## src/rtl/fft_bfly_sequencer_if.sv

```systemverilog
// Issue and write-back bus between the FFT butterfly sequencer and the
// shared butterfly pipeline / sample memory.
interface fft_bfly_sequencer_if #(
    parameter int unsigned LOG2N = 4
);
    logic             issue_valid;
    logic             issue_ready;
    logic [LOG2N-1:0] addr_a;
    logic [LOG2N-1:0] addr_b;
    logic [LOG2N-2:0] tw_idx;
    logic             wb_valid;
    logic [LOG2N-1:0] wb_addr_a;
    logic [LOG2N-1:0] wb_addr_b;

    modport master (
        output issue_valid, addr_a, addr_b, tw_idx,
        output wb_valid, wb_addr_a, wb_addr_b,
        input  issue_ready
    );

    modport slave (
        input  issue_valid, addr_a, addr_b, tw_idx,
        input  wb_valid, wb_addr_a, wb_addr_b,
        output issue_ready
    );
endinterface

```

## src/rtl/fft_bfly_sequencer.sv

```systemverilog
// In-place radix-2 DIT FFT sequencer: walks stages and butterflies over one
// shared butterfly pipeline and returns write-back addresses after BFLY_LAT.
module fft_bfly_sequencer #(
    parameter int unsigned LOG2N    = 4,
    parameter int unsigned BFLY_LAT = 3
) (
    input  logic                 clk,
    input  logic                 rst_,
    input  logic                 start,
    output logic                 busy,
    output logic                 done,
    output logic [LOG2N-1:0]     stage,
    fft_bfly_sequencer_if.master bus
);
    localparam logic [LOG2N-1:0] LAST_STAGE = LOG2N'(LOG2N - 1);

    typedef enum logic [1:0] {
        S_IDLE,
        S_ISSUE,
        S_DRAIN,
        S_DONE
    } state_t;

    state_t           state_q, state_d;
    logic [LOG2N-2:0] j_q, j_d;
    logic [LOG2N-1:0] stage_q, stage_d;
    logic [LOG2N-1:0] inflight_q, inflight_d;
    logic             accept;

    logic [LOG2N-1:0] span_w, idx_w, bunch_w, a_w, b_w, tw_sh;
    logic [LOG2N:0]   a_sh;

    logic [BFLY_LAT-1:0]            sr_v;
    logic [BFLY_LAT-1:0][LOG2N-1:0] sr_a;
    logic [BFLY_LAT-1:0][LOG2N-1:0] sr_b;

    // Butterfly j of stage s: idx = j mod span, bunch = j / span.
    always_comb begin
        span_w  = LOG2N'(1) << stage_q;
        idx_w   = {1'b0, j_q} & (span_w - LOG2N'(1));
        bunch_w = {1'b0, j_q} >> stage_q;
        a_sh    = {1'b0, stage_q} + 1'b1;
        a_w     = (bunch_w << a_sh) | idx_w;
        b_w     = a_w + span_w;
        tw_sh   = LAST_STAGE - stage_q;
    end

    always_comb begin
        bus.wb_valid  = sr_v[BFLY_LAT-1];
        bus.wb_addr_a = sr_a[BFLY_LAT-1];
        bus.wb_addr_b = sr_b[BFLY_LAT-1];
    end

    always_comb begin
        state_d         = state_q;
        j_d             = j_q;
        stage_d         = stage_q;
        busy            = 1'b0;
        done            = 1'b0;
        bus.issue_valid = 1'b0;
        bus.addr_a      = '0;
        bus.addr_b      = '0;
        bus.tw_idx      = '0;
        accept          = (state_q == S_ISSUE) && bus.issue_ready;

        inflight_d = inflight_q;
        case ({accept, bus.wb_valid})
            2'b10:   inflight_d = inflight_q + 1'b1;
            2'b01:   inflight_d = inflight_q - 1'b1;
            default: inflight_d = inflight_q;
        endcase

        case (state_q)
            S_IDLE: begin
                if (start) begin
                    state_d = S_ISSUE;
                    stage_d = '0;
                    j_d     = '0;
                end
            end
            S_ISSUE: begin
                busy            = 1'b1;
                bus.issue_valid = 1'b1;
                bus.addr_a      = a_w;
                bus.addr_b      = b_w;
                bus.tw_idx      = (LOG2N-1)'(idx_w << tw_sh);
                if (accept) begin
                    j_d = j_q + 1'b1;
                    if (j_q == '1) begin
                        state_d = S_DRAIN;
                    end
                end
            end
            S_DRAIN: begin
                busy = 1'b1;
                // Look at the post-update count so the next stage starts the
                // cycle right after the last write-back of this one.
                if (inflight_d == '0) begin
                    if (stage_q != LAST_STAGE) begin
                        stage_d = stage_q + 1'b1;
                        j_d     = '0;
                        state_d = S_ISSUE;
                    end else begin
                        state_d = S_DONE;
                    end
                end
            end
            S_DONE: begin
                done    = 1'b1;
                state_d = S_IDLE;
            end
            default: state_d = S_IDLE;
        endcase
    end

    assign stage = stage_q;

    always_ff @(posedge clk or negedge rst_) begin
        if (!rst_) begin
            state_q    <= S_IDLE;
            j_q        <= '0;
            stage_q    <= '0;
            inflight_q <= '0;
        end else begin
            state_q    <= state_d;
            j_q        <= j_d;
            stage_q    <= stage_d;
            inflight_q <= inflight_d;
        end
    end

    always_ff @(posedge clk or negedge rst_) begin
        if (!rst_) begin
            sr_v <= '0;
            sr_a <= '0;
            sr_b <= '0;
        end else begin
            sr_v[0] <= accept;
            sr_a[0] <= accept ? a_w : '0;
            sr_b[0] <= accept ? b_w : '0;
            for (int unsigned i = 1; i < BFLY_LAT; i++) begin
                sr_v[i] <= sr_v[i-1];
                sr_a[i] <= sr_a[i-1];
                sr_b[i] <= sr_b[i-1];
            end
        end
    end
endmodule

```

## src/flat_wrapper.sv

```systemverilog
// flat-port wrapper written by rule: the top's interface ports become plain ports
module fft_bfly_sequencer_flat 
#(
    parameter int unsigned LOG2N    = 4,
    parameter int unsigned BFLY_LAT = 3
)
  (clk, rst_, start, busy, done, stage, bus_issue_valid, bus_addr_a, bus_addr_b, bus_tw_idx, bus_wb_valid, bus_wb_addr_a, bus_wb_addr_b, bus_issue_ready);
  fft_bfly_sequencer_if #(.LOG2N(LOG2N)) bus_i ();
  input  logic clk;
  input  logic rst_;
  input  logic start;
  output logic busy;
  output logic done;
  output logic [LOG2N-1:0] stage;
  output wire logic [$bits(bus_i.issue_valid)-1:0] bus_issue_valid;
  output wire logic [$bits(bus_i.addr_a)-1:0] bus_addr_a;
  output wire logic [$bits(bus_i.addr_b)-1:0] bus_addr_b;
  output wire logic [$bits(bus_i.tw_idx)-1:0] bus_tw_idx;
  output wire logic [$bits(bus_i.wb_valid)-1:0] bus_wb_valid;
  output wire logic [$bits(bus_i.wb_addr_a)-1:0] bus_wb_addr_a;
  output wire logic [$bits(bus_i.wb_addr_b)-1:0] bus_wb_addr_b;
  input wire logic [$bits(bus_i.issue_ready)-1:0] bus_issue_ready;
  assign bus_issue_valid = bus_i.issue_valid;
  assign bus_addr_a = bus_i.addr_a;
  assign bus_addr_b = bus_i.addr_b;
  assign bus_tw_idx = bus_i.tw_idx;
  assign bus_wb_valid = bus_i.wb_valid;
  assign bus_wb_addr_a = bus_i.wb_addr_a;
  assign bus_wb_addr_b = bus_i.wb_addr_b;
  assign bus_i.issue_ready = bus_issue_ready;
  fft_bfly_sequencer #(.LOG2N(LOG2N), .BFLY_LAT(BFLY_LAT)) u_core (.clk(clk), .rst_(rst_), .start(start), .busy(busy), .done(done), .stage(stage), .bus(bus_i));
endmodule
```

## config.mk

```make
export PLATFORM = sky130hd
export DESIGN_NAME = fft_bfly_sequencer_flat
export DESIGN_NICKNAME = d
export VERILOG_FILES = /design/src/rtl/fft_bfly_sequencer_if.sv /design/src/rtl/fft_bfly_sequencer.sv /design/src/flat_wrapper.sv
export SDC_FILE = /design/constraint.sdc
export NUM_CORES = 1
export LEC_CHECK = 0
export BUFFER_PORTS_ARGS = -buffer_cell sky130_fd_sc_hd__buf_2
export CAP_MARGIN = 15
export CORE_MARGIN = 1
export CORE_UTILIZATION = 29
export DETAILED_ROUTE_END_ITERATION = 7
export PLACE_DENSITY_LB_ADDON = 0.1
export RECOVER_POWER = 25
export SYNTH_ARGS = -nofsm -noshare
export SYNTH_HDL_FRONTEND = slang
export SYNTH_SLANG_ARGS = --single-unit
```

## constraint.sdc

```tcl
create_clock -name clk -period 3.2 [get_ports clk]
set_input_delay 0 -clock clk [delete_from_list [all_inputs] [get_ports clk]]
set_output_delay 0 -clock clk [all_outputs]
set_load 0.02 [all_outputs]
```

==> results.md, run 1 <==
- DR WL/cell: 12.72 um
- FF+latch area: 1003 um^2
- Syn avg cell area: 10.63 um^2
- NumNets Final: ~260
- Largest net degree at the start of global routing: 41
- Slew HR: between 40% and 50%
- Critical Path RT: 3.20 ns
- Post-synth EDFFs: 0
- Die Height: 87.82 um
- Initial antenna violation count: 0
- R2r startpoint: u_core.state_q[1]$_DFFE_PN0P_
- Power density of the placed cells: 915.3 nW/um^2
- Fraction of layout instances using a drive strength above 1: 21.28%
- GR Overflow Total: 0
- Seq cells post-synth: 40
- CTS tree: built
- Area of the multi-input gates: 996.0 um^2
- HP Start: bus_issue_ready
- Num rows: 30
- Final setup vio count: 0
- RSZ-0062 raised after global routing: false
- Fin crit period: 3.001 ns
- Vias: 1434
- Filler Cell Count: 718
- Outcome: finished clean
- Worst Skew: 0.008086 ns
- Setup CP Type: reg -> out
- CTS Sinks: 40
- Fin Setup TNS: 0 ns
- Final Hold Fails: 0
- Number of synthesis warnings: 0
- Async S/R FF share, synth: 100.0%
- Crit path arrival time: 3.00 ns
- Crit start category: flop
- Final Slew Violations: 0
- Die area: 7712 um^2
- Floorplan die width: 87.82 um
- Post-DP HPWL: 3236 um
- Worst Hold Class: in -> reg
- Slew @ Worst Pin: 0.8876 ns
- DRT Wirelength: 4209 um
- Post-synth net total: 223
- Non-filler cells, final: ~330
- Tcrit/Tclk final: around 94%
- Antenna diodes: 0
- H-tree depth: 2
- Synth Flop Type: dfrtp_1
- Vias per cell: 4.332
- Final ANT Viol Nets: 0
- Worst Setup SP: u_core.stage[3]$_DFFE_PN0P_
- Worst skew pair latency: 0.29 ns
- Maximum clock rate: 333.2 MHz
- Initial Util: 30.76%
- Inst Count DP: 321
- Vias in the first global route: 1403
- Area Overhead vs Synth: 17.28%
- Gp weighted congestion: ~0.81
- Sequential fraction of the synthesis area: 46.87%
- Max-cap violations: 0
- R2R depth: 12
- All-Layer GR Usage: 11.99%
- Hold Path Depth: 2
- CP endpoint kind: output port
- # DRC: 0
- Count of input and output buffers: 30
- 1st-pass router iterations: 4
- DRT iter0 DRCs: 57
- Mapped cell area: 2136 um^2
- Global-route wire length before repair: roughly 7000 um
- Peak fanout along the critical path: 6
- Max Buffers Root-to-Sink: 2
- CTS buffer count: 5
- Leakage: 0.001245 uW
- Core area: 6944 um^2
- Reg clk slew, reported paths: ~0.08 ns
- Mapped Cells: about 200
- Synth cell types: 48
- CTS root buf: clkbuf_8
- Hold WS: 0.05685 ns
- IO Pins: 31
- Maximum vdd drop: 0.2624 mV
-- power by group --
part	internal [uW]	switching [uW]
registers	623	97.2
logic	477	677
clock network	235	183
total	1330	958
-- timing repair --
item | 4_1_cts | 5_1_grt
setup endpoints to repair | 0 | 1
hold buffers | 1 | 0
resized for setup | 0 | 7
hold endpoints to repair | 40 | 0
setup buffers | 0 | 1
-- cells in the final DEF, fill, tap and decap left out, types with 6 or more instances in the layout --
master,n
nor2_1,15
inv_1,14
mux2i_1,7
nor2b_1,6
buf_4,9
nand2_1,10
dfrtp_1,38
ha_1,16
a21oi_1,6
buf_2,22
and2_1,10
clkbuf_1,8
-- metal layers --
metal | vias to the layer above | share of wire (%) | global-route usage (%)
li1 | 743 | - | -
met1 | 661 | 47 | 15.37
met2 | 24 | 48 | 19.45
met3 | 6 | 3.4 | 3.582
met4 | 0 | 1.5 | 3.726
met5 | - | 0 | 0
-- worst max-delay path: stages (launching register included) --
cell and delay (ns):
dfrtp_2 0.46, nor3_4 0.21, and2_4 0.20, inv_1 0.04, ha_1 0.26, nor2_1 0.06
a31oi_1 0.21, inv_1 0.09, ha_1 0.27, a21o_1 0.15, a21oi_1 0.16, xnor2_1 0.15
xnor2_1 0.12, nor2_1 0.14, buf_2 0.18
-- registers in the layout (all words and copies together) (netlist names) --
register              count
u_core.bus.wb_addr_a      4
u_core.sr_b               8
u_core.sr_a               8
u_core.inflight_q         4
u_core.j_q                3
u_core.bus.wb_addr_b      4
u_core.stage              4
u_core.sr_v               3
u_core.state_q            2
-- cell usage after synthesis, types with 2 or more instances --
| cell | instances | share of area [%] |
|---|---|---|
| a21oi_1 | 6 | 1.4 |
| dfrtp_1 | 40 | 47 |
| and3_1 | 2 | 0.59 |
| nand2b_1 | 3 | 0.88 |
| o21ai_1 | 2 | 0.47 |
| buf_4 | 9 | 3.2 |
| and2_1 | 11 | 3.2 |
| o211ai_1 | 2 | 0.70 |
| inv_1 | 14 | 2.5 |
| o21ai_0 | 3 | 0.70 |
| nor2b_1 | 6 | 1.8 |
| a31oi_1 | 3 | 0.88 |
| xnor2_1 | 5 | 2.1 |
| nand3_1 | 5 | 1.2 |
| buf_6 | 2 | 1.1 |
| nand2_1 | 10 | 1.8 |
| mux2i_1 | 7 | 3.3 |
| a21o_1 | 2 | 0.70 |
| ha_1 | 17 | 10 |
| buf_2 | 2 | 0.47 |
| nor3_1 | 5 | 1.2 |
| xor2_1 | 3 | 1.2 |
| or3_1 | 3 | 0.88 |
| nor2_1 | 15 | 2.6 |
-- worst paths after layout --
kind | to | slack (ns)
min | u_core.sr_b[1]$_DFF_PN0_ | 0.06
max in group asynchronous | u_core.stage[3]$_DFFE_PN0P_ | 2.21
min reg2reg | u_core.bus.wb_addr_b[1]$_DFF_PN0_ | 0.35
max reg2reg | u_core.stage[0]$_DFFE_PN0P_ | 0.21
min in group asynchronous | u_core.sr_v[0]$_DFF_PN0_ | 0.38
max | bus_addr_b[3] | 0.20
-- stage by stage --
| stage | util [%] | setup WS (ns) | area, um^2 | power [uW] |
|---|---|---|---|---|
| floorplan | - | 0.2394 | 2136 | 1577 |
| global placement | 34.02 | 0.1431 | 2362 | 1880 |
| detailed placement | 34.02 | 0.2440 | 2362 | 1861 |
| CTS | 35.82 | 0.04527 | 2487 | 2297 |
| global route | 36.07 | 0.008079 | 2505 | 2501 |
| finish | 36.07 | 0.1990 | 2505 | 2293 |
-- logic make-up after synthesis --
kind of cell / after synthesis / share of synthesized area [%]
DFF: 40 / 46.87
and+or+nand+nor: 70 / 18.34
muxes: 9 / 4.511
AOI/OAI and AO/OA: 28 / 8.788
adders and majority gates: 18 / 10.90
buffers and inverters: 28 / 7.322
xor gates and xnor gates: 8 / 3.281
-- final cells by class --
class | count | share of cell area [%]
Sequential cell | 40 | 40.06
Multi-Input combinational cell | 133 | 39.76
Timing Repair Buffer | 40 | 8.691
Tap cell | 96 | 4.795
Clock buffer | 5 | 2.747
Inverter | 14 | 2.098
Clock inverter | 3 | 1.848
No activity file was read; power rests on OpenSTA's default activity.
==> run 2: changes to the inputs <==
--- a/config.mk
+++ b/config.mk
@@ -10,6 +10,7 @@
 export CORE_MARGIN = 1
 export CORE_UTILIZATION = 29
 export DETAILED_ROUTE_END_ITERATION = 7
+export HOLD_SLACK_MARGIN = 0.12
 export PLACE_DENSITY_LB_ADDON = 0.1
 export RECOVER_POWER = 25
 export SYNTH_ARGS = -nofsm -noshare
==> constraint.sdc (replaced) <==
create_clock -name clk -period 3.9 [get_ports clk]
set_input_delay 0.78 -clock clk [delete_from_list [all_inputs] [get_ports clk]]
set_output_delay 0.78 -clock clk [all_outputs]
set_load 0.02 [all_outputs]
==> results.md, run 2 (synthesis results as in run 1) <==
- CTS buffer count: 5
- Fin Setup TNS: 0 ns
- Tcrit/Tclk final: 95.42%
- Hold Path Depth: 0
- NumNets Final: 261
- Outcome: complete, but fails checks
- IO Pins: 31
- Initial antenna violation count: 0
- H-tree depth: 2
- Vias in the first global route: roughly 1500
- Final setup vio count: 0
- Filler Cell Count: between 700 and 800
- Final ANT Viol Nets: 0
- CTS root buf: clkbuf_8
- Global-route wire length before repair: 7527 um
- Maximum clock rate: 268.7 MHz
- Hold WS: 0.3499 ns
- Critical Path RT: 3.12 ns
- Reg clk slew, reported paths: approximately 0.080 ns
- CP max stage cell: dfrtp_2
- Leakage: 0.001305 uW
- DR WL/cell: roughly 13 um
- Die Height: 87.82 um
- Gp weighted congestion: about 0.8
- RR Endpoint: u_core.stage[0]$_DFFE_PN0P_
- 1st-pass router iterations: 4
- R2R depth: 12
- Largest net degree at the start of global routing: 41
- CTS tree: built
- Crit path arrival time: 2.94 ns
- Setup slack, reg-to-reg: 0.75 ns
- GR Overflow Total: 0
- Antenna diodes: 0
- Floorplan die width: 87.82 um
- Failing checks: capacitance limit, slew limit
- Initial Util: a little under a third
- Fin crit period: 3.721 ns
- Most common cell after layout, fill and taps aside: dfrtp_1
- Num rows: 30
- Peak fanout along the critical path: 6
- Crit start category: flop
- DRT iter0 DRCs: 53
- Vias per cell: 4.420
- Area Overhead vs Synth: 19.92%
- Setup CP Type: reg -> out
- Slew HR: -42.95%
- R2r startpoint: u_core.state_q[1]$_DFFE_PN0P_
- Most frequent cells in the layout: dfrtp_1, buf_2, ha_1, buf_4
- All-Layer GR Usage: 12.80%
- Hold Path Sink: u_core.bus.wb_addr_b[0]$_DFF_PN0_
- Slew @ Worst Pin: 2.144 ns
- Number of hold buffers added after cts: 0
- Top Registers: u_core.sr_a x8, u_core.sr_b x8
- Core area: 6944 um^2
- Die area: between 7000 and 8000 um^2
- CP endpoint kind: output port
- Count of input and output buffers: 30
- Power density of the placed cells: 751.2 nW/um^2
- Worst Skew: 0.009526 ns
- Final Hold Fails: 0
- DRT Wirelength: 4334 um
- Fraction of layout instances using a drive strength above 1: 27.92%
- # DRC: 0
- Max Buffers Root-to-Sink: 2
- FF+latch area: approximately 1000 um^2
- Worst skew pair latency: between 0.2 and 0.3 ns
- Max-cap violations: 1
- Vias: 1485
- RSZ-0062 raised after global routing: false
- Cells along the critical path: nor3_4, and2_4, inv_1, ha_1, nor2_2, a31oi_2, inv_1, ha_1, a21o_1, a21oi_2, xnor2_1, xnor2_1, nor2_1, buf_4
- Final Slew Violations: approximately 40
- CTS Sinks: 40
- Worst Hold Class: reg -> reg
- HP Start: u_core.sr_b[4]$_DFF_PN0_
- Post-DP HPWL: 3160 um
- Maximum vdd drop: 0.2347 mV
- Area of the multi-input gates: 1012 um^2
- Max stage delay on crit path: ~0.46 ns
==> run 2: cell count changes in the layout (fill, tap and decap cells not counted), moves of 2 or more <==
cell      previous run  this run
clkbuf_1             8         2
a21oi_1              6         4
a21oi_2              0         2
buf_4                9        16
buf_2               22        28
==> run 2: report_power, final <==
part	internal, uW	total [uW]	switching, uW
combinational	421	996	574
sequential	512	595	83.2
clock	190	334	144
total	1120	1920	801
==> run 2: layer usage <==
| layer | part of all wire, % | vias to the layer above | GRT usage, % |
|---|---|---|---|
| li1 | - | 749 | - |
| met1 | 47 | 708 | 16.70 |
| met2 | 49 | 23 | 21.07 |
| met3 | 2.9 | 5 | 2.922 |
| met4 | 1.4 | 0 | 4.024 |
| met5 | 0 | - | 0 |
==> run 2: metrics by stage <==
stage               std cells  util, %  total power [uW]  setup slack [ns]  instance area [um^2]
floorplan                 201        -              1294            0.2985                  2136
global placement          318    33.69              1536            0.2639                  2340
detailed placement        318    33.69              1528            0.2086                  2340
CTS                       328    35.73              1892           0.01456                  2481
global route              336    36.88              2114          0.006081                  2561
finish                    336    36.88              1924            0.1786                  2561
==> run 2: worst max-delay path, delay by kind of cell, from the launching register on <==
kind,cells,cell delay (ns)
AND/OR/NAND/NOR,4,0.59
buffers and inverters,3,0.30
flip-flops,1,0.46
XOR/XNOR,2,0.25
AO/OA/AOI/OAI,3,0.48
adder cells (fa/ha/maj),2,0.56
==> run 2: worst max path at each step <==
stage,from,endpoint,slack (ns),depth (start not counted)
2_1_floorplan,u_core.stage[2]$_DFFE_PN0P_,bus_addr_b[3],0.30,14
3_3_place_gp,u_core.stage[1]$_DFFE_PN0P_,bus_addr_b[3],0.26,13
3_5_place_dp,u_core.stage[3]$_DFFE_PN0P_,bus_addr_b[3],0.21,14
4_1_cts,u_core.stage[3]$_DFFE_PN0P_,bus_addr_b[3],0.01,14
5_1_grt,u_core.stage[1]$_DFFE_PN0P_,bus_addr_b[3],0.006,14
6_report,u_core.stage[1]$_DFFE_PN0P_,bus_addr_b[3],0.18,14
==> run 2: repair_timing <==
action / CTS / global route
setup buffers: 2 / 8
gates cloned: 0 / 0
pin swaps: 0 / 5
endpoints found under the setup margin: 1 / 1
gates resized for setup: 6 / 6
==> run 2: layout make-up <==
class	count	area share, %
clock buffer	6	2.833
multi-input combinational	133	39.52
sequential	40	39.23
clock inverter	2	1.368
timing repair buffer	45	10.31
inverter	14	2.052
tap	96	4.690
